File: src/rtl/hpc1_mul_pipe.sv
// Two-stage first-order-secure masked AND (HPC1 style) over NSHARES Boolean shares.
// Stage 1 captures a, the refreshed b' and the pair randomness; stage 2 forms the share products.
module hpc1_mul_pipe #(
    parameter  int NSHARES = 5,
    parameter  int WIDTH   = 8,
    localparam int NPAIR   = NSHARES * (NSHARES - 1) / 2
) (
    input  logic                         clk,
    input  logic                         rst_n,
    input  logic                         in_valid,
    output logic                         in_ready,
    input  logic [NSHARES*WIDTH-1:0]     a,
    input  logic [NSHARES*WIDTH-1:0]     b,
    input  logic [(NSHARES-1)*WIDTH-1:0] r,
    input  logic [NPAIR*WIDTH-1:0]       p,
    output logic                         out_valid,
    input  logic                         out_ready,
    output logic [NSHARES*WIDTH-1:0]     c
);

    if (NSHARES < 2 || NSHARES > 8) begin : g_bad_nshares
        $error("hpc1_mul_pipe: NSHARES must be in 2..8");
    end

    // XOR of all refresh words; used as the last refresh mask so the masks cancel overall.
    function automatic logic [WIDTH-1:0] fold_r(input logic [(NSHARES-1)*WIDTH-1:0] v);
        logic [WIDTH-1:0] acc;
        acc = {WIDTH{1'b0}};
        for (int k = 0; k < NSHARES - 1; k++) begin
            acc = acc ^ v[k*WIDTH +: WIDTH];
        end
        return acc;
    endfunction

    // Lexicographic index of pair (i,j), i<j, with (0,1) at index 0.
    function automatic int pair_idx(input int i, input int j);
        return i * NSHARES - (i * (i + 1)) / 2 + (j - i - 1);
    endfunction

    logic                         s1_valid_q, s1_valid_d;
    logic                         out_valid_q, out_valid_d;
    logic [NSHARES*WIDTH-1:0]     s1_a_q, s1_a_d;
    logic [NSHARES*WIDTH-1:0]     s1_b_q, s1_b_d;
    logic [NPAIR*WIDTH-1:0]       s1_p_q, s1_p_d;
    logic [NSHARES*WIDTH-1:0]     c_q, c_d;

    logic                         in_xfer_s;
    logic                         adv_s;
    logic [WIDTH-1:0]             r_last_s;
    logic [NSHARES*WIDTH-1:0]     b_ref_s;
    logic [NSHARES*WIDTH-1:0]     prod_s;
    logic [WIDTH-1:0]             acc_s;
    logic [WIDTH-1:0]             term_s;

    assign adv_s     = s1_valid_q && (!out_valid_q || out_ready);
    assign in_ready  = !s1_valid_q || !out_valid_q || out_ready;
    assign in_xfer_s = in_valid && in_ready;
    assign out_valid = out_valid_q;
    assign c         = c_q;

    // Refresh b before it is ever stored; raw b never reaches a register.
    always_comb begin
        r_last_s = fold_r(r);
        b_ref_s  = {NSHARES*WIDTH{1'b0}};
        for (int j = 0; j < NSHARES; j++) begin
            if (j < NSHARES - 1) begin
                b_ref_s[j*WIDTH +: WIDTH] = b[j*WIDTH +: WIDTH] ^ r[j*WIDTH +: WIDTH];
            end else begin
                b_ref_s[j*WIDTH +: WIDTH] = b[j*WIDTH +: WIDTH] ^ r_last_s;
            end
        end
    end

    // Share products from registered stage-1 values only; cross terms are masked by p before folding.
    always_comb begin
        prod_s = {NSHARES*WIDTH{1'b0}};
        acc_s  = {WIDTH{1'b0}};
        term_s = {WIDTH{1'b0}};
        for (int i = 0; i < NSHARES; i++) begin
            acc_s = {WIDTH{1'b0}};
            for (int j = 0; j < NSHARES; j++) begin
                term_s = s1_a_q[i*WIDTH +: WIDTH] & s1_b_q[j*WIDTH +: WIDTH];
                if (i < j) begin
                    term_s = term_s ^ s1_p_q[pair_idx(i, j)*WIDTH +: WIDTH];
                end else if (i > j) begin
                    term_s = term_s ^ s1_p_q[pair_idx(j, i)*WIDTH +: WIDTH];
                end else begin
                    term_s = term_s;
                end
                acc_s = acc_s ^ term_s;
            end
            prod_s[i*WIDTH +: WIDTH] = acc_s;
        end
    end

    // Next-state selection: data registers only move on their own stage's load.
    always_comb begin
        s1_a_d      = s1_a_q;
        s1_b_d      = s1_b_q;
        s1_p_d      = s1_p_q;
        s1_valid_d  = s1_valid_q;
        c_d         = c_q;
        out_valid_d = out_valid_q;
        if (in_xfer_s) begin
            s1_a_d     = a;
            s1_b_d     = b_ref_s;
            s1_p_d     = p;
            s1_valid_d = 1'b1;
        end else if (adv_s) begin
            s1_valid_d = 1'b0;
        end else begin
            s1_valid_d = s1_valid_q;
        end
        if (adv_s) begin
            c_d         = prod_s;
            out_valid_d = 1'b1;
        end else if (out_ready) begin
            out_valid_d = 1'b0;
        end else begin
            out_valid_d = out_valid_q;
        end
    end

    // Pipeline registers; reset drops any bundle in flight.
    always_ff @(posedge clk or negedge rst_n) begin
        if (!rst_n) begin
            s1_valid_q  <= 1'b0;
            out_valid_q <= 1'b0;
            s1_a_q      <= {NSHARES*WIDTH{1'b0}};
            s1_b_q      <= {NSHARES*WIDTH{1'b0}};
            s1_p_q      <= {NPAIR*WIDTH{1'b0}};
            c_q         <= {NSHARES*WIDTH{1'b0}};
        end else begin
            s1_valid_q  <= s1_valid_d;
            out_valid_q <= out_valid_d;
            s1_a_q      <= s1_a_d;
            s1_b_q      <= s1_b_d;
            s1_p_q      <= s1_p_d;
            c_q         <= c_d;
        end
    end

endmodule

File: config.mk
export PLATFORM = sky130hd
export DESIGN_NAME = hpc1_mul_pipe
export DESIGN_NICKNAME = d
export VERILOG_FILES = /design/src/rtl/hpc1_mul_pipe.sv
export SDC_FILE = /design/constraint.sdc
export NUM_CORES = 1
export LEC_CHECK = 0
export CAP_MARGIN = 20
export CORE_MARGIN = 5
export CORE_UTILIZATION = 45
export CTS_CLUSTER_SIZE = 16
export DETAILED_ROUTE_END_ITERATION = 6
export PLACE_DENSITY_LB_ADDON = 0.08
export SETUP_SLACK_MARGIN = 0.4
export SLEW_MARGIN = 30
export SYNTH_ARGS = -nofsm -noshare
export SYNTH_HDL_FRONTEND = slang
export SYNTH_SLANG_ARGS = --single-unit
File: constraint.sdc
create_clock -name clk -period 1.5 [get_ports clk]
set_input_delay 0.15 -clock clk [delete_from_list [all_inputs] [get_ports clk]]
set_output_delay 0.15 -clock clk [all_outputs]
set_load 0.01 [all_outputs]
Yosys cells after proc, flatten, opt, wreduce, memory -nomap -nowiden
Index checks and enable logic that the tools add are counted.
Operators by class
  muxes and demuxes: 4
  bitwise gates (word level): 73
  reductions and logical operators: 9
Operators by type and width (count)
  XOR 8 bit: 48
  AND 8 bit: 25
  two-way mux 1 bit: 4
  nonzero test 2 bit: 2
  logical OR 1 bit: 3
  logical AND 1 bit: 2
  zero test 1 bit: 2
Storage, ports and cells
  register bits after elaboration: 202
  bits of input ports: 196
  output and inout port bits: 42
  logic and storage cells: 92

Logic depth before layout (Yosys ltp)
  depth in word-level cells: 6
  gate-level depth with buffers: 7
  depth with buffers taken out: 4

Worst setup path after synthesis
OpenSTA, ideal clock, no wires.
  kind: register -> register
  from: reg out_valid_q (netlist: out_valid)
  to: reg s1_a_q[0]
  library setup time: 0.125 ns
  arrival: 1.484 ns
  data required time: 1.375 ns
  setup slack: -0.109 ns
  stages on the path, launching flop included: 7
  buffers on the path: 3
  period minus slack after synthesis: 1.609 ns
  cells stage by stage: dfrtp_1 -> nand3b_1 -> nand2_1 -> buf_2 -> buf_4 -> buf_4 -> mux2_2
Between the ends
  longest elaborated chain between the ends: 4
RTL lines
  start: declaration: RTL line 41  | logic out_valid_q, out_valid_d;
  start signal: assignment: RTL line 135  | out_valid_q <= out_valid_d;
  zero test 1 bit: RTL line 56  | assign in_ready = !s1_valid_q || !out_valid_q || out_ready;
  logical OR 1 bit (2 in a row): RTL line 56
  via in_ready: RTL line 11  | output logic in_ready,
  logical AND 1 bit: RTL line 57  | assign in_xfer_s = in_valid && in_ready;
  end signal: assignment: RTL line 129  | s1_a_q <= {NSHARES*WIDTH{1'b0}};
  end: declaration: RTL line 42  | logic [NSHARES*WIDTH-1:0] s1_a_q, s1_a_d;
The timed path passes the listed nets, and every way through them passes these cells.
A chain may end at the register's enable or synchronous reset.

Final worst setup path
  from: reg out_valid_q (netlist: out_valid)
  to: reg s1_p_q[52]
Between the ends
  longest elaborated chain between the ends: 4
RTL lines
  zero test 1 bit: RTL line 56
  logical OR 1 bit (2 in a row): RTL line 56
  logical AND 1 bit: RTL line 57
  end signal: assignment: RTL line 131  | s1_p_q <= {NPAIR*WIDTH{1'b0}};
  end signal: assignment: RTL line 138  | s1_p_q <= s1_p_d;
  end: declaration: RTL line 44  | logic [NPAIR*WIDTH-1:0] s1_p_q, s1_p_d;
No other way between the ends.

==> run_results.csv <==
group,metric,value,unit
run_status,outcome,"finished with violations",
run_status,violations,"negative setup slack",
pwr,power.switching,7.10,mW
clock_network,cts-root-buf,"clkbuf_16",
global_route,grt_pass1_vias,7732,
timing,worst_slack,-0.0892,ns
logic_synthesis,syn_inst,814,
worst_hold_path,hp-class,"input pin to asynchronous set/reset pin",
placed_design,numPortBuffers,237,
pwr,power_frac_comb,0.416,
timing,max_freq,629,MHz
pwr,leakagePower,6.93,nW
die,io_pins,238,
clock_network,clockBufferDepth,3,
die,chipWidth,159,um
global_route,antenna_found_initial,6,
pwr,swShare,0.318,
global_route,overflow,0,
clock_network,cts_max_level,1,
logic_synthesis,synth_nets,1010,
clock_network,cts_buffers,23,
global_route,grt_pass1_wl,41.2,mm
logic_synthesis,ys_seq_area_frac,0.507,
worst_setup_path,path_max_fanout,5,
job,drv_cap,0,
logic_synthesis,synth_cell_types,25,
pwr,p_clk_frac,0.234,
pwr,cellPowerDensity,1430,nW/um^2
global_route,grt.total_usage,0.197,
die,die_h,159,um
final_layout,final_core_util,0.717,
worst_setup_path,path_class,"register to register",
pwr,ir_drop,0.738,mV
timing,hold_viol,0,
logic_synthesis,netlist_area,9970,sq um
worst_setup_path,crit_required,1.88,ns
routing,dr.first_iter.drc_count,348,
routing,drc_errors,0,
routing,route.vias.total,7456,
final_layout,fin_area,15600,sq um
logic_synthesis,yosysWarnings,0,
logic_synthesis,synth_seq_cells,202,
worst_setup_path,end_kind,"register",
routing,ant_nets,0,
timing,maxSlewViolCount,0,
timing,setup-violations-final,121,
placed_design,hpwlAfterDp,17.5,mm
clock_network,clk-insertion-delay-late,0.50,ns
logic_synthesis,avgSynthCellArea,12.2,sq um
timing,relSlewSlack,0.676,
timing,worst_pin_slew,0.486,ns
placed_design,post_dp_cell_area,13100,sq um
die,start_util,0.457,
final_layout,nets,1348,
routing,wire_per_inst,18.9,um
worst_setup_path,cp-start-kind,"register",
placed_design,gp_congestion,0.760,
clock_network,path_clk_slew,0.06,ns
clock_network,cts_tree,"built",
pwr,seqPwrFrac,0.350,
routing,routed_wl,27.4,mm
timing,clock_skew,0.00786,ns
final_layout,area_growth,56.9,%
routing,viasPerCell,5.16,
die,rows,54,
worst_setup_path,cp.arrival,1.97,ns
pwr,p_int,15.2,mW
timing,rsz0062_at_grt,"true",
timing,period_needed,1.59,ns
global_route,grt_start_max_net_pins,51,
final_layout,layout-drive-gt1-share,0.344,
timing,post-route-period-util,1.06,
clock_network,cts.sinks,202,
die,core,21800,sq um
die,dieArea,25200,sq um
routing,firstDrtPassIters,4,
[flip-flops by register name (all words and copies together), names as in the netlist]
register    cells
s1_a_q         40
s1_b_q         40
out_valid       1
s1_valid_q      1
s1_p_q         80
c              40
[final cells by class]
cell class / count / area [sq um]
antenna: 2 / 5.00
clock inverter: 2 / 38.8
inverter: 1 / 3.75
multi-input combinational: 577 / 5540
sequential: 202 / 5050
timing repair buffer: 347 / 4010
tap: 280 / 350
clock buffer: 34 / 647
fill: 1522 / 6180
[Yosys cell counts]
library cell | count | share of area
nand2_1 | 82 | 0.031
xor3_2 | 1 | 0.0025
nor4_1 | 1 | 0.00063
and2_1 | 1 | 0.00063
a211o_2 | 4 | 0.0040
buf_6 | 1 | 0.0011
xor2_1 | 15 | 0.013
mux2_2 | 120 | 0.14
buf_2 | 13 | 0.0065
dfrtp_1 | 202 | 0.51
xnor2_1 | 178 | 0.16
nand3b_1 | 1 | 0.00075
o21ai_0 | 40 | 0.020
nand2b_1 | 3 | 0.0019
a221o_1 | 1 | 0.0010
nand4_1 | 39 | 0.024
o21a_1 | 1 | 0.00075
xnor3_1 | 8 | 0.018
buf_4 | 7 | 0.0053
clkbuf_1 | 11 | 0.0041
a211o_1 | 35 | 0.031
inv_1 | 1 | 0.00038
clkdlybuf4s15_1 | 3 | 0.0030
xnor2_2 | 7 | 0.011
nand3_1 | 39 | 0.020
[worst max-delay path, stage by stage (launching register included)]
cell	delay [ns]
dfrtp_1	0.35
nand3b_1	0.12
buf_6	0.16
nand2_8	0.10
buf_12	0.12
buf_16	0.13
clkbuf_16	0.15
mux2_2	0.32
[per-layer routing]
metal	part of all wire	global-route usage	vias up
met4	0.017	0.0450	8
met3	0.048	0.0410	42
met5	0.0021	0	-
li1	-	-	3525
met1	0.44	0.274	3693
met2	0.49	0.320	188
[stage by stage]
step,power (mW),worst slack (ns),setup TNS (ns),hold slack (ns),instances
after detailed placement,15.6,-0.253,-35.19,0.0631,1335
after global routing,23.5,-0.120,-10.05,0.112,1445
after CTS,21.5,-0.0490,-1.99,0.101,1411
final,22.3,-0.0892,-4.47,0.105,1445
after floorplan,11.9,-0.0218,-1.22,-0.146,814
after global placement,15.4,-0.233,-34.96,0.0627,1335
[final timing paths]
kind,from,to,slack [ns],cells past startpoint
worst min register to register,s1_b_q[16],s1_b_q[16],0.50,2
worst min-delay path,rst_n,s1_b_q[6],0.10,2
worst max-delay path,out_valid,s1_p_q[52],-0.09,7
max in group asynchronous,rst_n,s1_a_q[11],0.82,3
min in group clk,p[20],s1_p_q[20],0.26,2
worst max register to register,out_valid,s1_p_q[52],-0.09,7
[repair_timing]
item,in CTS,in global routing
endpoints found under the setup margin,241,242
buffers inserted,25,23
resized for setup,312,164
hold buffers,1,0
pin swaps,30,40
gates cloned,14,9
hold endpoints to repair,202,0
[cell usage in the layout, fill, tap and decap left out, types with 2 or more instances in the layout]
cell,n
dfrtp_1,202
clkdlybuf4s50_1,194
xnor2_1,174
mux2_4,91
nand2_1,43
buf_4,43
nand4_1,39
a211o_1,35
clkbuf_16,32
buf_12,31
mux2_2,29
o21ai_2,28
nand3_1,28
buf_6,27
nand2_4,23
buf_2,22
nand2_2,15
xor2_1,14
buf_16,14
o21ai_1,11
nand3_2,11
xnor2_2,10
clkbuf_1,8
xnor3_1,7
buf_8,5
a211o_2,4
clkbuf_8,4
diode_2,2
xnor2_4,2
nand2b_1,2
[kinds of logic after synthesis]
logic type,after synthesis,synth area share
xor+xnor,209,0.202
flops,202,0.507
simple gates,166,0.0788
mux,120,0.136
compound gates,81,0.0566
buf+inv,36,0.0205
[power groups by stage]
| stage | clock [mW] | combinational (mW) | sequential [mW] |
|---|---|---|---|
| floorplan | 0 | 4.12 | 7.73 |
| global placement | 0 | 7.69 | 7.72 |
| detailed placement | 0 | 7.82 | 7.74 |
| CTS | 5.37 | 8.43 | 7.70 |
| global route | 5.59 | 9.95 | 7.95 |
| finish | 5.22 | 9.29 | 7.81 |
(Power assumes the default switching activity.)
